$ cat src/rtl/intc.sv
// intc: small interrupt controller with a byte-wide CSR port.
//   Registers at BASE_ADDR + offset (5-bit wrap):
//     +0 IE   (rw)  per-source interrupt enable, masks irq only
//     +1 IP   (r/w1c) pending bits; a set in the same cycle beats a clear
//     +2 TYPE (rw)  1 = level, 0 = edge; present only with INTC_LEVEL_EN
//     +3 RAW  (r)   registered copy of src
//     +4 CTRL (rw)  bit0 = GEN global enable
//   Optional feature macro: INTC_LEVEL_EN (TYPE register and level sources).
//   Without it, every source is rising-edge and +2 reads 8'h00.
//   CSR handshake: one write per cycle while csr_we is high; the read data
//   for the address presented in a cycle appears on csr_do after the next
//   rising edge, and reads have no side effects.
module intc #(
  parameter logic [4:0] BASE_ADDR = 5'h08,
  parameter int         NUM_IRQS  = 8
) (
  input  logic                clk,
  input  logic                rst_n,
  input  logic [4:0]          csr_a,
  input  logic [7:0]          csr_di,
  input  logic                csr_we,
  output logic [7:0]          csr_do,
  input  logic [NUM_IRQS-1:0] src,
  output logic                irq
);

  // Bits at or above NUM_IRQS never hold state and always read 0.
  localparam logic [7:0] IRQ_MASK = 8'((9'd1 << NUM_IRQS) - 9'd1);

  // Decode is modulo-32: the additions wrap in 5 bits.
  localparam logic [4:0] A_IE   = BASE_ADDR;
  localparam logic [4:0] A_IP   = BASE_ADDR + 5'd1;
  localparam logic [4:0] A_TYPE = BASE_ADDR + 5'd2;
  localparam logic [4:0] A_RAW  = BASE_ADDR + 5'd3;
  localparam logic [4:0] A_CTRL = BASE_ADDR + 5'd4;

  logic [7:0] src_ext;
  logic [7:0] src_d;
  logic [7:0] ie;
  logic [7:0] ip;
  logic       gen;
  logic [7:0] rise;
  logic [7:0] set_now;
  logic [7:0] ip_clr;
  logic [7:0] ip_nxt;
  logic [7:0] rd_data;
  logic       wr_ie;
  logic       wr_ip;
  logic       wr_type;
  logic       wr_ctrl;
  logic       irq_nxt;
`ifdef INTC_LEVEL_EN
  logic [7:0] type_q;
`endif

  // Source widening, edge/level set terms, write decode and pending update.
  always_comb begin
    src_ext = '0;
    for (int i = 0; i < NUM_IRQS; i++) begin
      src_ext[i] = src[i];
    end
    rise = src_ext & ~src_d;
`ifdef INTC_LEVEL_EN
    // Level sources re-assert every cycle the registered source is high.
    set_now = ((type_q & src_d) | (~type_q & rise)) & IRQ_MASK;
`else
    set_now = rise & IRQ_MASK;
`endif
    wr_ie   = csr_we && (csr_a == A_IE);
    wr_ip   = csr_we && (csr_a == A_IP);
    wr_type = csr_we && (csr_a == A_TYPE);
    wr_ctrl = csr_we && (csr_a == A_CTRL);
    ip_clr  = wr_ip ? (csr_di & IRQ_MASK) : 8'h00;
    ip_nxt  = (ip & ~ip_clr) | set_now;
    irq_nxt = gen && ((ie & ip) != 8'h00);
  end

  // Read mux; unmapped addresses return zero.
  always_comb begin
    rd_data = 8'h00;
    if (csr_a == A_IE) begin
      rd_data = ie;
    end else if (csr_a == A_IP) begin
      rd_data = ip;
    end else if (csr_a == A_TYPE) begin
`ifdef INTC_LEVEL_EN
      rd_data = type_q;
`else
      rd_data = 8'h00;
`endif
    end else if (csr_a == A_RAW) begin
      rd_data = src_d;
    end else if (csr_a == A_CTRL) begin
      rd_data = {7'd0, gen};
    end
  end

  // Source sampling register feeding edge detect and RAW.
  always_ff @(posedge clk or negedge rst_n) begin
    if (!rst_n) begin
      src_d <= 8'h00;
    end else begin
      src_d <= src_ext;
    end
  end

  // Control registers: IE and GEN.
  always_ff @(posedge clk or negedge rst_n) begin
    if (!rst_n) begin
      ie  <= 8'h00;
      gen <= 1'b0;
    end else begin
      if (wr_ie) begin
        ie <= csr_di & IRQ_MASK;
      end
      if (wr_ctrl) begin
        gen <= csr_di[0];
      end
    end
  end

`ifdef INTC_LEVEL_EN
  // Per-source trigger type.
  always_ff @(posedge clk or negedge rst_n) begin
    if (!rst_n) begin
      type_q <= 8'h00;
    end else if (wr_type) begin
      type_q <= csr_di & IRQ_MASK;
    end
  end
`endif

  // Pending bits: set regardless of IE, write-1-to-clear, set wins.
  always_ff @(posedge clk or negedge rst_n) begin
    if (!rst_n) begin
      ip <= 8'h00;
    end else begin
      ip <= ip_nxt;
    end
  end

  // Registered host interrupt, one cycle behind the pending/enable state.
  always_ff @(posedge clk or negedge rst_n) begin
    if (!rst_n) begin
      irq <= 1'b0;
    end else begin
      irq <= irq_nxt;
    end
  end

  // Registered read data, refreshed every cycle.
  always_ff @(posedge clk or negedge rst_n) begin
    if (!rst_n) begin
      csr_do <= 8'h00;
    end else begin
      csr_do <= rd_data;
    end
  end

`ifndef INTC_LEVEL_EN
  // TYPE writes have no target in the edge-only build.
  logic unused_wr_type;
  assign unused_wr_type = wr_type;
`endif

endmodule
$ cat config.mk
export PLATFORM = sky130hd
export DESIGN_NAME = intc
export DESIGN_NICKNAME = d
export VERILOG_FILES = /design/src/rtl/intc.sv
export SDC_FILE = /design/constraint.sdc
export NUM_CORES = 1
export LEC_CHECK = 0
export CORE_MARGIN = 3
export CORE_UTILIZATION = 49
export DETAILED_ROUTE_END_ITERATION = 6
export PLACE_DENSITY = 0.78
export SLEW_MARGIN = 10
export SYNTH_ARGS = -nofsm -noshare
export SYNTH_HDL_FRONTEND = slang
export SYNTH_SLANG_ARGS = --single-unit
$ cat constraint.sdc
create_clock -name clk -period 1 [get_ports clk]
set_input_delay 0.2 -clock clk [delete_from_list [all_inputs] [get_ports clk]]
set_output_delay 0.2 -clock clk [all_outputs]
set_load 0.05 [all_outputs]
# After elaboration in Yosys (flattened, before gate mapping)
# Index checks and enable logic that the tools add are counted.
[totals]
reg_bits = 34
latchBits = 0
mem_bits_rw = 0
romBits = 0
inputBits = 24
output_inout_bits = 9
memories = 0
[op_classes]
add_sub_neg = 0
multipliers = 0
n_div = 0
magnitude_cmp = 0
eq_ne = 5
shifts = 0
muxes = 6
bitwise = 6
n_reduce_logical = 5
[op_table]
columns = ["operator", "count"]
rows = [
  ["2-to-1 mux 8 bit", 5],
  ["equality test 5 x 4 -> 1 bit (second input constant)", 5],
  ["bitwise AND 8 bit", 3],
  ["NOT 8 bit", 2],
  ["bitwise OR 8 bit", 1],
  ["nonzero test 8 bit", 1],
  ["logical AND 1 bit", 4],
  ["2-to-1 mux 1 bit", 1],
]

# Depth between registers and ports, before layout
# Gate-level depths: netlist of run 1.
[depth]
ltp_word = 6
depth_mapped = 4
depth_no_buf = 3

# Worst setup path after synthesis of run 1
# Ideal clock, no wire load.
[synth_timing]
kind = "in2reg"
startpoint = "input csr_a[4]"
endpoint = "register ie[0]"
setup_ns = 0.125
arrival_ns = 0.918
required_time_ns = 0.875
path_slack_ns = -0.043
cell_stages = 3
path_cell_list = "nor4b_4 -> nand2_2 -> mux2_2"
[synth_between]
elab_chain_len = 2
[synth_rtl]
columns = ["element", "line", "rtl"]
rows = [
  ["from (decl)", "19", "input logic [4:0] csr_a,"],
  ["equality test 5 x 4 -> 1 bit", "69", "wr_ie = csr_we && (csr_a == A_IE);"],
  ["logical AND 1 bit", "69", ""],
  ["to (signal assigned)", "114", "ie <= csr_di & IRQ_MASK;"],
  ["to (decl)", "39", "logic [7:0] ie;"],
]
# No other way between the ends.
# A chain may end at the register's enable or synchronous reset.

# Final worst setup path of run 1
[layout_timing]
startpoint = "register csr_do[0]"
endpoint = "output csr_do[0]"
[layout_rtl]
columns = ["element", "line", "rtl"]
rows = [
  ["from (decl)", "22", "output logic [7:0] csr_do,"],
  ["from (signal assigned)", "156", "csr_do <= rd_data;"],
]
# No word-level cell between the ends.

==> flow_metrics.tcl, run 1 <==
set metrics [dict create \
    status "finished, violations left" \
    violations "setup timing" \
    reg2reg_from "ie[5]" \
    hold_viol 0 \
    cts_buffers 5 \
    clockPowerShare_pct 32.1 \
    avgSynthCellArea_um2 12.5 \
    power_density_nw_per_um2 1540 \
    gp_congestion 0.775 \
    cap_violations 0 \
    final_cell_area_um2 2070 \
    drc_errors 0 \
    slew_headroom_pct 82.9 \
    crit_family "flip-flops" \
    setup-tns-final_ps -1070 \
    synthCells 115 \
    area_growth_syn_to_layout_pct 43.9 \
    seq_area_frac_synth_pct 59.1 \
    skew_ps 8.32 \
    fin_util_pct 74.4 \
    p_int_mw 2.35 \
    dr.pass1.iters 4 \
    p_leak_nw 0.984 \
    setup_viol 9 \
    layout.nets 185 \
    grt_pass1_wl_mm 5.00 \
    grt_max_degree 35 \
    fmax_mhz 884 \
    num_io_pins 33 \
    critical_path.slowest_cell "dfrtp_1" \
    yosys_warnings 0 \
    first_iter_violations 37 \
    clock_latency_ps 350 \
    antenna_cells 0 \
    seq_power_share_pct 49.3 \
    start_util_pct 51.7 \
    ir_drop_uv 1250 \
    drv_slew 0 \
    switching_power_mw 0.847 \
    wl_mm 3.25 \
    worst-slew-pin-transition_ps 256 \
    path_clk_slew_ps 110 \
    drive_gt1_share_pct 29.0 \
    ys.flop_type "dfrtp_1" \
    antenna_found_initial 0 \
    cp.arrival_ps 930 \
    fin_crit_ps 1130 \
    io_buffers 32 \
    startpoint "csr_do[0]" \
    required_ps 800 \
    chipHeight_um 60.2 \
    core_area_um2 2780 \
    synthDistinctLibCells 22 \
    viasPerCell 5.66 \
    grt_pass1_vias 1102 \
    h-tree-depth 2 \
    async_flop_share_pct 100 \
    dpl.hpwl_mm 2.27 \
    wl_per_cell_um 16.9 \
    drtAntennaViolNets 0 \
    critPathKind "register to output pin" \
    syn-num-nets 139 \
    grt.total_usage_pct 20.1 \
    path_cells "buf_12" \
    cts_buffer_depth 2 \
    endpoint_kind "output pin" \
    synth_edf_count 0 \
    overflow 0 \
    dpl-instance-area_um2 1950 \
    critPathMaxFanout 1 \
    final_common_cell "dfrtp_1" \
    cts_root_buf "clkbuf_4" \
    rsz0062_at_grt "yes" \
    critPathMaxStageDelay_ps 420 \
    die-area_um2 3620 \
    worst_slack_ps -132 \
    synth.cell_area_um2 1440 \
    cp-start-kind "register" \
    rows 19 \
    layout_common_cells "34 x dfrtp_1, 17 x clkdlybuf4s50_1, 10 x inv_1, 10 x buf_12, 9 x buf_4" \
    ys_seq_elements 34 \
    crit_buf_inv 1 \
    combPwrFrac_pct 18.6 \
    cts_tree "done" \
    fillCellCount 190 \
    power_mw 3.20 \
    clock_sinks 34 \
    timing.final.crit_share_pct 113 \
    vias 1092 \
    hold_path.class "input port to asynchronous set/reset pin" \
    sw_frac_of_total_pct 26.5 \
    dieWidth_um 60.2 \
]
[final timing paths]
kind                       slack [ps]  cells after the start         to
setup / recovery                 -130                      1  csr_do[0]
hold / removal                    200                      2      ie[1]
setup reg to reg                   30                      2        irq
hold reg to reg                   550                      2  csr_do[5]
max in group asynchronous         630                      2      ie[2]
min in group clk                  290                      3        gen
[logic make-up (layout without fill, tap and decap cells)]
| group | after synthesis | in the layout | synth area share, % |
|---|---|---|---|
| buf+inv | 16 | 63 | 4.61 |
| mux | 16 | 16 | 11.9 |
| compound gates | 23 | 23 | 13.0 |
| simple gates | 26 | 26 | 11.3 |
| flops | 34 | 34 | 59.1 |
[layout make-up]
cell class	instances	area, um2	share of cell area (%)
clock inverter	3	45.0	2.18
timing repair buffer	45	508	24.5
inverter	10	37.5	1.81
sequential	34	851	41.1
clock buffer	5	37.5	1.81
tap	31	38.8	1.87
multi-input combinational	65	553	26.7
[cell usage after synthesis (all sizes together), types with 2 or more instances]
master	n	area, um2
dfrtp	34	851
inv	10	37.5
mux2	9	101
a22o	8	70.1
nand3	8	40.0
nor2	8	30.0
a2bb2oi	7	61.3
mux2i	7	70.1
a22oi	5	37.5
buf	3	17.5
clkbuf	3	11.3
and2	2	12.5
nor2b	2	12.5
o21ai	2	10.0
[per-stage QoR]
step                setup slack (ps)  hold slack, ps  instances
detailed placement              -667             513        182
global placement                -626             500        182
floorplan                      -40.7           -95.6        115
global route                    -178             180        193
finish                          -132             200        193
CTS                             -152             193        191
[power by group through the flow]
| stage | clock, mW | combinational, mW | sequential (mW) |
|---|---|---|---|
| floorplan | 0 | 0.231 | 1.63 |
| global placement | 0 | 0.561 | 1.59 |
| detailed placement | 0 | 0.580 | 1.60 |
| CTS | 1.05 | 0.586 | 1.57 |
| global route | 1.12 | 0.642 | 1.58 |
| finish | 1.03 | 0.596 | 1.58 |
[routing by layer]
metal  global-route usage [%]  vias to the layer above  wire length [um]
li1                         -                      506                 -
met4                     14.2                        0                72
met3                     6.05                        6               231
met2                     33.6                       33              1760
met1                     21.3                      547              1190
met5                        0                        -                 0
[flip-flops by register name, indices dropped and copies added, names as in the netlist]
name    cells
csr_do      8
gen         1
ie          8
ip          8
irq         1
src_d       8
[repair_timing]
action                     in CTS  in global routing
pin swaps                       2                  0
setup endpoints to repair      34                 23
cloned                          1                  0
resized for setup              21                  4
buffers inserted                0                  2
hold buffers                    0                  0
Power figures use the tool's default switching activity.
==> run 2, diff against run 1 <==
--- a/config.mk
+++ b/config.mk
@@ -5,6 +5,7 @@
 export SDC_FILE = /design/constraint.sdc
 export NUM_CORES = 1
 export LEC_CHECK = 0
+export ABC_CLOCK_PERIOD_IN_PS = 1000
 export CORE_MARGIN = 3
 export CORE_UTILIZATION = 49
 export DETAILED_ROUTE_END_ITERATION = 6
==> results of run 2 <==
The final DEF is identical to that of run 1; final timing and power are the same.
